<file path="src/rtl/math_display_mux.sv">
// Two-digit multiplexed seven-segment driver for an 8-bit result.
// The shown value is latched once per frame so the two digits never tear.
module math_display_mux #(
  parameter int REFRESH_DIV = 4
) (
  input  logic       clock,
  input  logic       reset,
  input  logic [7:0] value,
  input  logic       hold,
  input  logic       blank_lz,
  output logic [6:0] seg,
  output logic       digit,
  output logic       frame
);

  localparam int CW = (REFRESH_DIV > 1) ? $clog2(REFRESH_DIV) : 1;
  localparam logic [CW-1:0] CNT_MAX = CW'(REFRESH_DIV - 1);

  typedef enum logic {
    SHOW_LO = 1'b0,
    SHOW_HI = 1'b1
  } phase_t;

  phase_t        r_phase;
  logic [CW-1:0] r_cnt;
  logic [7:0]    r_shadow;
  logic [6:0]    r_seg;
  logic          r_digit;
  logic          r_frame_pend;
  logic          r_frame;

  logic          w_wrap;
  logic [3:0]    w_nibble;
  logic [6:0]    w_seg_next;

  function automatic logic [6:0] seg7_decode(input logic [3:0] nib);
    logic [6:0] res;
    case (nib)
      4'h0:    res = 7'h3F;
      4'h1:    res = 7'h06;
      4'h2:    res = 7'h5B;
      4'h3:    res = 7'h4F;
      4'h4:    res = 7'h66;
      4'h5:    res = 7'h6D;
      4'h6:    res = 7'h7D;
      4'h7:    res = 7'h07;
      4'h8:    res = 7'h7F;
      4'h9:    res = 7'h6F;
      4'hA:    res = 7'h77;
      4'hB:    res = 7'h7C;
      4'hC:    res = 7'h39;
      4'hD:    res = 7'h5E;
      4'hE:    res = 7'h79;
      4'hF:    res = 7'h71;
      default: res = 7'h00;
    endcase
    return res;
  endfunction

  // Next segment pattern from the current phase and latched value.
  always_comb begin
    w_wrap     = (r_cnt == CNT_MAX);
    w_nibble   = 4'h0;
    w_seg_next = 7'h00;
    if (r_phase == SHOW_HI) begin
      w_nibble = r_shadow[7:4];
    end else begin
      w_nibble = r_shadow[3:0];
    end
    if ((r_phase == SHOW_HI) && blank_lz && (r_shadow[7:4] == 4'h0)) begin
      w_seg_next = 7'h00;
    end else begin
      w_seg_next = seg7_decode(w_nibble);
    end
  end

  // Refresh counter, phase FSM, frame capture and registered outputs.
  always_ff @(posedge clock or negedge reset) begin
    if (!reset) begin
      r_phase      <= SHOW_LO;
      r_cnt        <= '0;
      r_shadow     <= 8'h00;
      r_seg        <= 7'h00;
      r_digit      <= 1'b0;
      r_frame_pend <= 1'b0;
      r_frame      <= 1'b0;
    end else begin
      r_seg        <= w_seg_next;
      r_digit      <= (r_phase == SHOW_HI);
      // frame follows the capture by one edge so it lines up with the
      // first segment pattern drawn from the newly latched value
      r_frame      <= r_frame_pend;
      r_frame_pend <= 1'b0;
      if (w_wrap) begin
        r_cnt <= '0;
        case (r_phase)
          SHOW_LO: r_phase <= SHOW_HI;
          SHOW_HI: begin
            r_phase      <= SHOW_LO;
            r_frame_pend <= 1'b1;
            if (!hold) begin
              r_shadow <= value;
            end else begin
              r_shadow <= r_shadow;
            end
          end
          default: r_phase <= SHOW_LO;
        endcase
      end else begin
        r_cnt <= r_cnt + CW'(1);
      end
    end
  end

  assign seg   = r_seg;
  assign digit = r_digit;
  assign frame = r_frame;

endmodule
</file>
<file path="config.mk">
export PLATFORM = sky130hd
export DESIGN_NAME = math_display_mux
export DESIGN_NICKNAME = d
export VERILOG_FILES = /design/src/rtl/math_display_mux.sv
export SDC_FILE = /design/constraint.sdc
export NUM_CORES = 1
export LEC_CHECK = 0
export ABC_AREA = 1
export BUFFER_PORTS_ARGS = -buffer_cell sky130_fd_sc_hd__buf_2
export CORE_MARGIN = 2
export CORE_UTILIZATION = 40
export CTS_CLUSTER_DIAMETER = 60
export DETAILED_ROUTE_END_ITERATION = 7
export SLEW_MARGIN = 5
export SYNTH_ARGS = -nofsm -noshare
export SYNTH_HDL_FRONTEND = slang
export SYNTH_SLANG_ARGS = --single-unit
export TNS_END_PERCENT = 30
</file>
<file path="constraint.sdc">
create_clock -name clock -period 2.4 [get_ports clock]
set_input_delay 0.36 -clock clock [delete_from_list [all_inputs] [get_ports clock]]
set_output_delay 0.36 -clock clock [all_outputs]
set_load 0.005 [all_outputs]
</file>
* Yosys cells after proc, flatten, opt, wreduce, memory -nomap -nowiden
Memory sizes are Yosys's and may differ from the RTL's.
Cells that the tools add are included.
** Word-level totals
- Bits in read-only memories :: 112
- Output and inout bits :: 9
- Flip-flop bits (word level) :: 21
- Logic and storage cells :: 22
- Memories :: 1
- Input port bits :: 12
** Cells by class
- Reduce and logical (&&, ||, !) cells :: 4
- Bitwise operators :: 2
- Equality and inequality tests :: 1
- Multiplexer cells :: 6
- Add/subtract/negate cells :: 1
** Memories
- (no name shown) :: words 16, width 7, read ports 1, clocked after Yosys merged registers in 0, write ports 0, RTL line 38 : case (nib)
** Operators with widths (number)
- $mux 7 :: 1
- $logic_not 4->1 :: 1
- $mux 4 :: 1
- $reduce_and 3->1 :: 1
- $add 2x1->2 const B :: 1
- $eq 2x2->1 const B :: 1
- $logic_and 1x1->1 :: 2
- $mux 1 :: 2
- $mux 2 :: 1
- $not 1->1 :: 2
- $pmux 1 s2 :: 1

* Logic depth before layout (Yosys ltp)
- Depth in word-level cells :: 3
- Gate-level depth with buffers :: 11
- Mapped depth without buffers :: 10

* Worst setup path before layout
OpenSTA, ideal clock, no wires.
- Kind :: register to register
- Start :: reg r_phase
- End :: reg r_seg[0], in the netlist seg[0]
- Buffers on the path :: 1
- Clock period less this slack :: 1.467 ns
- Slack :: 0.933 ns
- Cell stages (with the launch flop) :: 12
- Setup time :: 0.071 ns
- Arrival :: 1.395 ns
- Cell sequence :: dfrtp_1 buf_6 inv_8 nand2_1 nand2_2 inv_1 ha_1 inv_1 nand3_1 nand3_1 nand2_1 nor2_1
** Between the ends
- Longest elaborated chain between the ends :: 3
** RTL lines
- from (decl) :: RTL line 24 : phase_t r_phase;
- from (signal assigned) :: RTL line 80 : r_phase <= SHOW_LO;
- from (signal assigned) :: RTL line 97 : SHOW_LO: r_phase <= SHOW_HI;
- from (signal assigned) :: RTL line 99 : r_phase <= SHOW_LO;
- $mux 4 / $logic_and 1x1->1 (equally long branches) :: RTL line 65, 70
- $mem_v2 16x7 / $logic_and 1x1->1 (equally long branches)
- $mux 7 (*) :: RTL line 70 : if ((r_phase == SHOW_HI) && blank_lz && (r_shadow[7:4] == 4'h0)) begin
- net w_seg_next[0] :: RTL line 34 : logic [6:0] w_seg_next;
- to (signal assigned) :: RTL line 88 : r_seg <= w_seg_next;
- to (decl) :: RTL line 27 : logic [6:0] r_seg;
Mark *: on every way through the listed nets, which the timed path passes. The rest lies on a longest branch.
A chain may end at the register's enable or synchronous reset.

* Worst setup path after layout
Ends and elaborated chain as after synthesis.

==> flow_summary.toml <==
[synthesis]
synthArstFlopShare_pct = 100.0
yosys.area.top_type = "dfrtp_1"
synth_top_area_share_pct = 47.46
ys_seq_elements = 21
synth_ff_type = "dfrtp_1"
ys_warn_count = 0
synthDistinctLibCells = 20
synth_cells = 126
synth_edf_count = 0
syn-cell-area_um2 = 1107
syn-num-nets = 145
synth.area.top_cells = "dfrtp_1 47%, nand2_1 9.2%, ha_1 7.9%"
ys_seq_area_share_pct = 47.46
avgSynthCellArea_um2 = 8.788

[placement]
hpwl_mm = 1.561
place_congestion = 0.8174
pre_cts_slack_ns = 0.6269
port_buffers = 20
placed_area_um2 = 1230

[detailed_routing]
drc_errors = 0
dr_total_vias = 823
drt-initial-drc-count = 10
wirelength_mm = 1.934
ant_nets = 0
drt_first_pass_iters = 4
post_drt_wl_per_cell_um = 10.74
avgViaCountPerCell = 4.572

[worst_setup_path]
arrival_ns = 2.03
startpoint_type = "register"
crit_chain = "nand2_1, nand2_2, inv_1, ha_1, inv_1, nand3_1, nand3_1, nand2_1, nor2_1"
critPathSlowestCell = "dfrtp_1"
criticalPathCategory = "register to register"
critPathBufInv = 2
cp-end-kind = "register"
critPathMaxFanout = 12
rrSetupSlack_ns = 0.60
worstPathRequired_ns = 2.64
path_delay_family = "flip-flops"
cpPeakStageDelay_ns = 0.71

[sta]
fin_worst_skew_ns = 0.006431
setup_slack_ns = 0.6049
slew_headroom_pct = 63.81
slew_viol_final = 0
fmax_ghz = 0.5571
fin_crit_ns = 1.795
post-route-period-util_pct = 74.80
setup_viol = 0
worst_pin_slew_ns = 0.5429
final-hold-violation-count = 0
tns_ns = 0
rsz0062_at_grt = "false"

[final_layout]
mostFrequentLayoutCells = "27 x nand2_1, 21 x dfrtp_1, 20 x nor2_1, 20 x buf_2, 11 x inv_1"
fin_area_um2 = 1270
n_antenna_cell = 0
area_growth_pct = 14.69
drive_above_1_share_pct = 24.83
final_nets = 169
mostFrequentLayoutCell = "nand2_1"

[power]
leakagePower_nw = 0.6823
powerDensity_nw_per_um2 = 552.2
irDropWorstVdd_uv = 390.2

[floorplan]
coreArea_um2 = 2686
die_w_um = 56.62
start_util_pct = 41.22
die_h_um = 56.62
num_rows = 19
dieArea_um2 = 3205
num_io_pins = 21

[cts]
cts_tree = "built"
htreeDepth = 1
cts_setup_buffers = 0
cts_hold_buffers = 1
cts_root_buf = "clkbuf_4"
clk_pin_slew_ns = 0.12
post_cts_resized = 0
clkLatencyLatePin_ns = 0.30
cts_buffer_depth = 2
cts_sinks = 21
cts_made_buffers = 3

[global_route]
grt_pass1_wl_mm = 3.560
grt_max_degree = 22
antenna_found_initial = 0
grt_pass1_vias = 811
gr-usage-all-layers_pct = 13.90
grt.overflow.total = 0

[job]
drv_cap = 0

[status]
status = "completed"

[hold_path]
hp-class = "input port to register"
per-layer routing:
layer / vias up / part of all wire, % / track usage (%)
met2: 22 / 47 / 24.42
met5: - / 0 / 0
li1: 446 / - / -
met4: 0 / 0.62 / 4.082
met3: 2 / 5.3 / 2.995
met1: 353 / 47 / 16.94
cells in the mapped netlist (2+ instances only):
library cell / number
nand3_1: 9
nand2_2: 4
nand2_1: 27
ha_1: 7
nor3_1: 2
nor2_1: 20
a21oi_1: 9
inv_1: 11
dfrtp_1: 21
nand2_4: 3
o21ai_0: 3
o21ai_1: 2
cell type report:
type,count,area (µm²)
clock inverters,1,7.507
multi-input cells,90,509.2
inverters,13,56.30
well taps,31,38.79
fillers,269,1416
flip-flops and latches,21,525.5
repair buffers,21,110.1
clock buffers,3,22.52
flip-flops by register name, indices dropped and copies added, names as in the netlist:
register / cells
r_shadow: 8
seg: 7
r_cnt: 2
digit: 1
frame: 1
r_frame_pend: 1
r_phase: 1
cells by family after synthesis:
group	share of synthesized area (%)
flops	47.46
simple gates	30.96
buf+inv	6.553
fa+ha+maj	7.909
compound gates	7.118
worst reg2reg max path: stages (launching register included):
cell and delay, ns:
dfrtp_1 0.71, nand2_1 0.13, nand2_2 0.15, inv_1 0.10, ha_1 0.25, inv_1 0.06
nand3_1 0.09, nand3_1 0.10, nand2_1 0.06, nor2_1 0.08
power breakdown:
part           switching, mW  internal [mW]  total (mW)
sequential            0.0137          0.383       0.397
combinational         0.0800         0.0528       0.133
clock                  0.108         0.0633       0.172
final timing paths:
check,from,to,cells after the start
max,r_phase,seg[0],9
min,value[3],r_shadow[3],3
max reg2reg,r_phase,seg[0],9
min reg2reg,r_frame_pend,frame,0
max in group asynchronous,reset,r_shadow[2],2
min in group asynchronous,reset,seg[6],2
per-stage QoR:
stage / util [%] / hold WS (ns) / cells / total power, mW
final: 47.28 / 0.2809 / 180 / 0.7012
after detailed placement: 45.78 / 0.3347 / 175 / 0.5371
after global placement: 45.78 / 0.3328 / 175 / 0.5361
after global routing: 47.28 / 0.2837 / 180 / 0.7493
after CTS: 47.28 / 0.2697 / 180 / 0.7149
after floorplan: - / 0.06441 / 126 / 0.4852
Power figures use the tool's default switching activity.
